===== src/rtl/axi_lite_shared_mem.sv =====
// axi_lite_shared_mem: AXI4-Lite shared register-file memory, round-robin write/read arbitration.
// Define AXI_LITE_SHARED_MEM_STALL_INJECT_EN for LFSR-driven grant stalls.
module axi_lite_shared_mem #(
   parameter int          ADDR_W    = 12,
   parameter int          DEPTH     = 64,
   parameter logic [15:0] LFSR_SEED = 16'hACE1
) (
   input  logic              clock,
   input  logic              reset,
   input  logic [ADDR_W-1:0] s_axi_awaddr,
   input  logic              s_axi_awvalid,
   output logic              s_axi_awready,
   input  logic [31:0]       s_axi_wdata,
   input  logic [3:0]        s_axi_wstrb,
   input  logic              s_axi_wvalid,
   output logic              s_axi_wready,
   output logic [1:0]        s_axi_bresp,
   output logic              s_axi_bvalid,
   input  logic              s_axi_bready,
   input  logic [ADDR_W-1:0] s_axi_araddr,
   input  logic              s_axi_arvalid,
   output logic              s_axi_arready,
   output logic [31:0]       s_axi_rdata,
   output logic [1:0]        s_axi_rresp,
   output logic              s_axi_rvalid,
   input  logic              s_axi_rready
);
   localparam int IW = ADDR_W - 2;
   localparam int MW = $clog2(DEPTH);
   localparam logic [IW:0] LIMIT = (IW+1)'(DEPTH);
   typedef enum logic [1:0] {IDLE, WR_RESP, RD_DATA} state_t;
   state_t state;
   logic last_wr;
   logic [31:0] mem [DEPTH];
   logic [IW-1:0] widx, ridx;
   logic wr_ok, rd_ok, go, wr_el, rd_el, grant_wr, grant_rd;
   assign widx  = s_axi_awaddr[ADDR_W-1:2];
   assign ridx  = s_axi_araddr[ADDR_W-1:2];
   assign wr_ok = {1'b0, widx} < LIMIT;
   assign rd_ok = {1'b0, ridx} < LIMIT;
`ifdef AXI_LITE_SHARED_MEM_STALL_INJECT_EN
   logic [15:0] lfsr;
   logic unused_bits;
   assign unused_bits = ^{s_axi_awaddr[1:0], s_axi_araddr[1:0]};
   always_ff @(posedge clock or posedge reset)
      if (reset) lfsr <= LFSR_SEED;
      else lfsr <= {lfsr[14:0], lfsr[15] ^ lfsr[13] ^ lfsr[12] ^ lfsr[10]};
   assign go = ~lfsr[0];
`else
   logic unused_bits;
   assign unused_bits = ^{s_axi_awaddr[1:0], s_axi_araddr[1:0], LFSR_SEED};
   assign go = 1'b1;
`endif
   // Tie-break favours the channel not served last; readies only depend on state and valids
   always_comb begin
      wr_el    = s_axi_awvalid && s_axi_wvalid;
      rd_el    = s_axi_arvalid;
      grant_wr = (state == IDLE) && go && wr_el && (!rd_el || !last_wr);
      grant_rd = (state == IDLE) && go && rd_el && (!wr_el || last_wr);
   end
   assign s_axi_awready = grant_wr;
   assign s_axi_wready  = grant_wr;
   assign s_axi_arready = grant_rd;
   always_ff @(posedge clock or posedge reset) begin
      if (reset) begin
         state        <= IDLE;
         last_wr      <= 1'b0;
         s_axi_bvalid <= 1'b0;
         s_axi_bresp  <= 2'b00;
         s_axi_rvalid <= 1'b0;
         s_axi_rresp  <= 2'b00;
         s_axi_rdata  <= '0;
         for (int i = 0; i < DEPTH; i++) mem[i] <= '0;
      end else begin
         case (state)
            IDLE: begin
               if (grant_wr) begin
                  for (int k = 0; k < 4; k++)
                     if (wr_ok && s_axi_wstrb[k]) mem[widx[MW-1:0]][8*k +: 8] <= s_axi_wdata[8*k +: 8];
                  s_axi_bresp  <= wr_ok ? 2'b00 : 2'b10;
                  s_axi_bvalid <= 1'b1;
                  last_wr      <= 1'b1;
                  state        <= WR_RESP;
               end else if (grant_rd) begin
                  s_axi_rdata  <= rd_ok ? mem[ridx[MW-1:0]] : '0;
                  s_axi_rresp  <= rd_ok ? 2'b00 : 2'b10;
                  s_axi_rvalid <= 1'b1;
                  last_wr      <= 1'b0;
                  state        <= RD_DATA;
               end
            end
            WR_RESP: if (s_axi_bready) begin
               s_axi_bvalid <= 1'b0;
               state        <= IDLE;
            end
            RD_DATA: if (s_axi_rready) begin
               s_axi_rvalid <= 1'b0;
               state        <= IDLE;
            end
            default: state <= IDLE;
         endcase
      end
   end
endmodule


===== config.mk =====
export PLATFORM = sky130hd
export DESIGN_NAME = axi_lite_shared_mem
export DESIGN_NICKNAME = d
export VERILOG_FILES = /design/src/rtl/axi_lite_shared_mem.sv
export SDC_FILE = /design/constraint.sdc
export NUM_CORES = 2
export LEC_CHECK = 0
export CAP_MARGIN = 20
export CORE_ASPECT_RATIO = 1.5
export CORE_UTILIZATION = 55
export CTS_BUF_LIST = sky130_fd_sc_hd__clkbuf_4
export CTS_CLUSTER_DIAMETER = 50
export CTS_CLUSTER_SIZE = 40
export DETAILED_ROUTE_END_ITERATION = 12
export PLACE_DENSITY_LB_ADDON = 0.12
export SYNTH_ARGS = -nofsm -noshare
export SYNTH_HDL_FRONTEND = slang
export SYNTH_SLANG_ARGS = --single-unit

===== constraint.sdc =====
create_clock -name clock -period 78.8 [get_ports clock]
set_input_delay 15.76 -clock clock [delete_from_list [all_inputs] [get_ports clock]]
set_output_delay 15.76 -clock clock [all_outputs]
set_load 0.02 [all_outputs]

==> flow_summary.yaml <==
power_and_ir_drop:
  sw_frac_of_total_pct: 27.4
  seqPwrFrac_pct: 62.0
  p_int_uw: 1270
  combPwrFrac_pct: 7.1
  peakVddDrop_v: 0.0000162
  power_density_nw_per_um2: 17.1
  power_leakage_uw: 0.0486
  p_total_uw: 1740
  p_sw_uw: 478
  clkPwrFrac_pct: 30.9
global_route:
  grt_start_max_net_pins: 190
  first_global_vias: 57700
  grt_first_pass_wirelength_um: 403000
  antenna_found_initial: 27
  grt_use_total_pct: 31.4
  grt_overflow_total: 0
setup_path:
  cp-end-kind: "primary output"
  worstPathRequired_ps: 63040
  crit_arrival_ps: 17410
  path_max_fanout: 8
  slowest_stage: "clkdlybuf4s50_1"
  r2r_start: "state[1]"
  crit_top_cell: "clkdlybuf4s50_1"
  cp_num_buf_inv: 2
  crit_chain: "clkdlybuf4s50_1 -> nand2_1 -> and4_1 -> clkdlybuf4s50_1"
  r2r_end: "mem[902]"
  crit_family: "buffers and inverters"
  r2r_cells: 7
  critPathLaunchType: "input pin"
  slowest_delay_ps: 660
  path_class: "in -> out"
  r2r_setup_slack_ps: 74480
clock_tree:
  cts_made_buffers: 151
  ctsResizeCount: 0
  clock-root-buffer: "clkbuf_4"
  cts_buffer_depth: 3
  clkSlewWorstSetupHoldPaths_ps: 160
  cts_tree: "built"
  htree_levels: 4
  hold_buffers: 0
  clock_sinks: 2087
  post-cts-setup-buffers: 0
  worstSkewPairLatency_ps: 1340
synth:
  synthArstFlopShare_pct: 100
  syn_area_sq_um: 96600
  synth_xor_area_share_pct: 0
  synth.ff_latch_count: 2087
  synth_top_family_by_area: "multiplexers"
  synth_mux_area_share_pct: 37.3
  syn_area_per_cell_sq_um: 15.4
  synth-compound-area-share_pct: 2.53
  ys_seq_area_share_pct: 54.1
  synthFlopType: "dfrtp_1"
  synthDistinctLibCells: 54
  yosysWarnings: 0
  synth_simple_gate_area_share_pct: 3.56
  syn_inst: 6252
  synth_edf_count: 0
  synthAdderAreaFrac_pct: 0
detailed_routing:
  dr.pass1.iters: 5
  wl_per_cell_um: 31.7
  viasPerCell: 6.41
  drt_iter0_drc: 3825
  detail-route-antenna-nets: 0
  wl_um: 272000
  via_count: 55000
  drc_errors: 0
finish:
  instances_no_fill: 8579
  drive_above_1_share_pct: 49.6
  final.fill_count: 14000
  final_cell_mix: "dfrtp_1, mux2_2, mux2i_1, mux4_2, clkbuf_4"
  final_common_cell: "dfrtp_1"
  layout.nets: 6223
  areaGrowthSynthToFinish_pct: 5.44
  utilization_pct: 58.3
worst_hold_path:
  whs_path_depth: 1
  worst_hold_path_type: "reg -> reg"
  worst_hold_path.endpoint: "mem[1821]"
  holdCritStartpoint: "mem[1821]"
placed_design:
  numPortBuffers: 101
  gp_congestion: 0.838
  placed_cells: 8261
  dp_hpwl_um: 172000
sta:
  finalSetupTns_ps: 0
  setup_viol: 0
  finalHoldViolCount: 0
  relSlewSlack_pct: 14.9
  fmax_mhz: 30.2
  slew_viol_final: 0
  period_minus_slack_ps: 33170
  worst_slew_pin_slew_ps: 1270
  whs_ps: 504
  timing.final.crit_share_pct: 42.1
  rsz0062_at_grt: "no"
  finalClockSkew_ps: 73.9
floorplanning:
  num_rows: 188
  coreArea_sq_um: 175000
  die_x_um: 344
  start_util_pct: 55.3
  die_area_sq_um: 177000
  ios: 108
  die_h_um: 515
run_status:
  outcome: "finished clean"
job:
  drv_cap: 0
## worst max-delay path by stage
stage,to,startpoint,cells after the start
after floorplan,last_wr,reset,1
after global placement,s_axi_awready,s_axi_arvalid,4
after detailed placement,s_axi_awready,s_axi_arvalid,4
after CTS,s_axi_awready,s_axi_arvalid,4
after global routing,s_axi_awready,s_axi_arvalid,4
final,s_axi_awready,s_axi_arvalid,4
## cell type report
class / instances / area [sq um] / share of cell area, %
multi-input combinational: 3695 / 42000 / 41.3
antenna: 18 / 45.0 / 0.0442
clock inverter: 112 / 1200 / 1.17
tap: 2280 / 2850 / 2.80
clock buffer: 166 / 1250 / 1.22
timing repair buffer: 217 / 2180 / 2.15
inverter: 4 / 22.5 / 0.0221
sequential: 2087 / 52200 / 51.3
## routing by layer
layer	vias up	wire, um	track usage, %
li1	22900	-	-
met3	506	16100	5.87
met2	1494	132000	50.7
met1	30100	108000	40.6
met5	-	87	0
met4	14	15000	15.4
## power groups by stage
stage	Sequential [uW]	Combinational (uW)	Clock (uW)
2_1_floorplan	1100	76.1	0
3_3_place_gp	1100	120	0
3_5_place_dp	1100	121	0
4_1_cts	1080	122	555
5_1_grt	1080	131	591
6_report	1080	123	540
## logic make-up (layout without fill, tap and decap cells)
group | Yosys count | in the layout
other cells | 1 | 20
compound gates | 347 | 347
buf+inv | 471 | 499
mux | 2859 | 2859
simple gates | 487 | 487
flops | 2087 | 2087
## state kept, by name (all words and copies together), names as in the netlist
name / count
s_axi_rdata: 32
s_axi_rvalid: 1
s_axi_bresp: 1
last_wr: 1
s_axi_bvalid: 1
s_axi_rresp: 1
state: 2
mem: 2048
## Yosys cell counts (33+ instances only)
cell / n / area, sq um
a21oi_1: 76 / 380
a22oi_1: 95 / 713
buf_1: 54 / 203
buf_2: 66 / 330
buf_4: 65 / 488
clkbuf_1: 246 / 923
dfrtp_1: 2087 / 52200
mux2_1: 49 / 552
mux2_2: 2038 / 22900
mux2i_1: 388 / 3880
mux4_2: 380 / 8560
nand2_1: 114 / 428
nor2_1: 33 / 124
nor2_2: 108 / 676
nor2_4: 148 / 1670
## through the flow
stage / area [sq um] / setup slack, ps
6_report: 102000 / 45630
5_1_grt: 102000 / 45580
4_1_cts: 101000 / 45620
3_5_place_dp: 98900 / 45620
3_3_place_gp: 98800 / 45660
2_1_floorplan: 96600 / 4080
## worst register-to-register path: cells and delay by family (launching register included)
| kind | cells | cell delay, ps |
|---|---|---|
| DFF | 1 | 480 |
| and+or+nand+nor | 5 | 2640 |
| buffers and inverters | 1 | 640 |
| muxes | 1 | 430 |
Power figures use the tool's default switching activity.
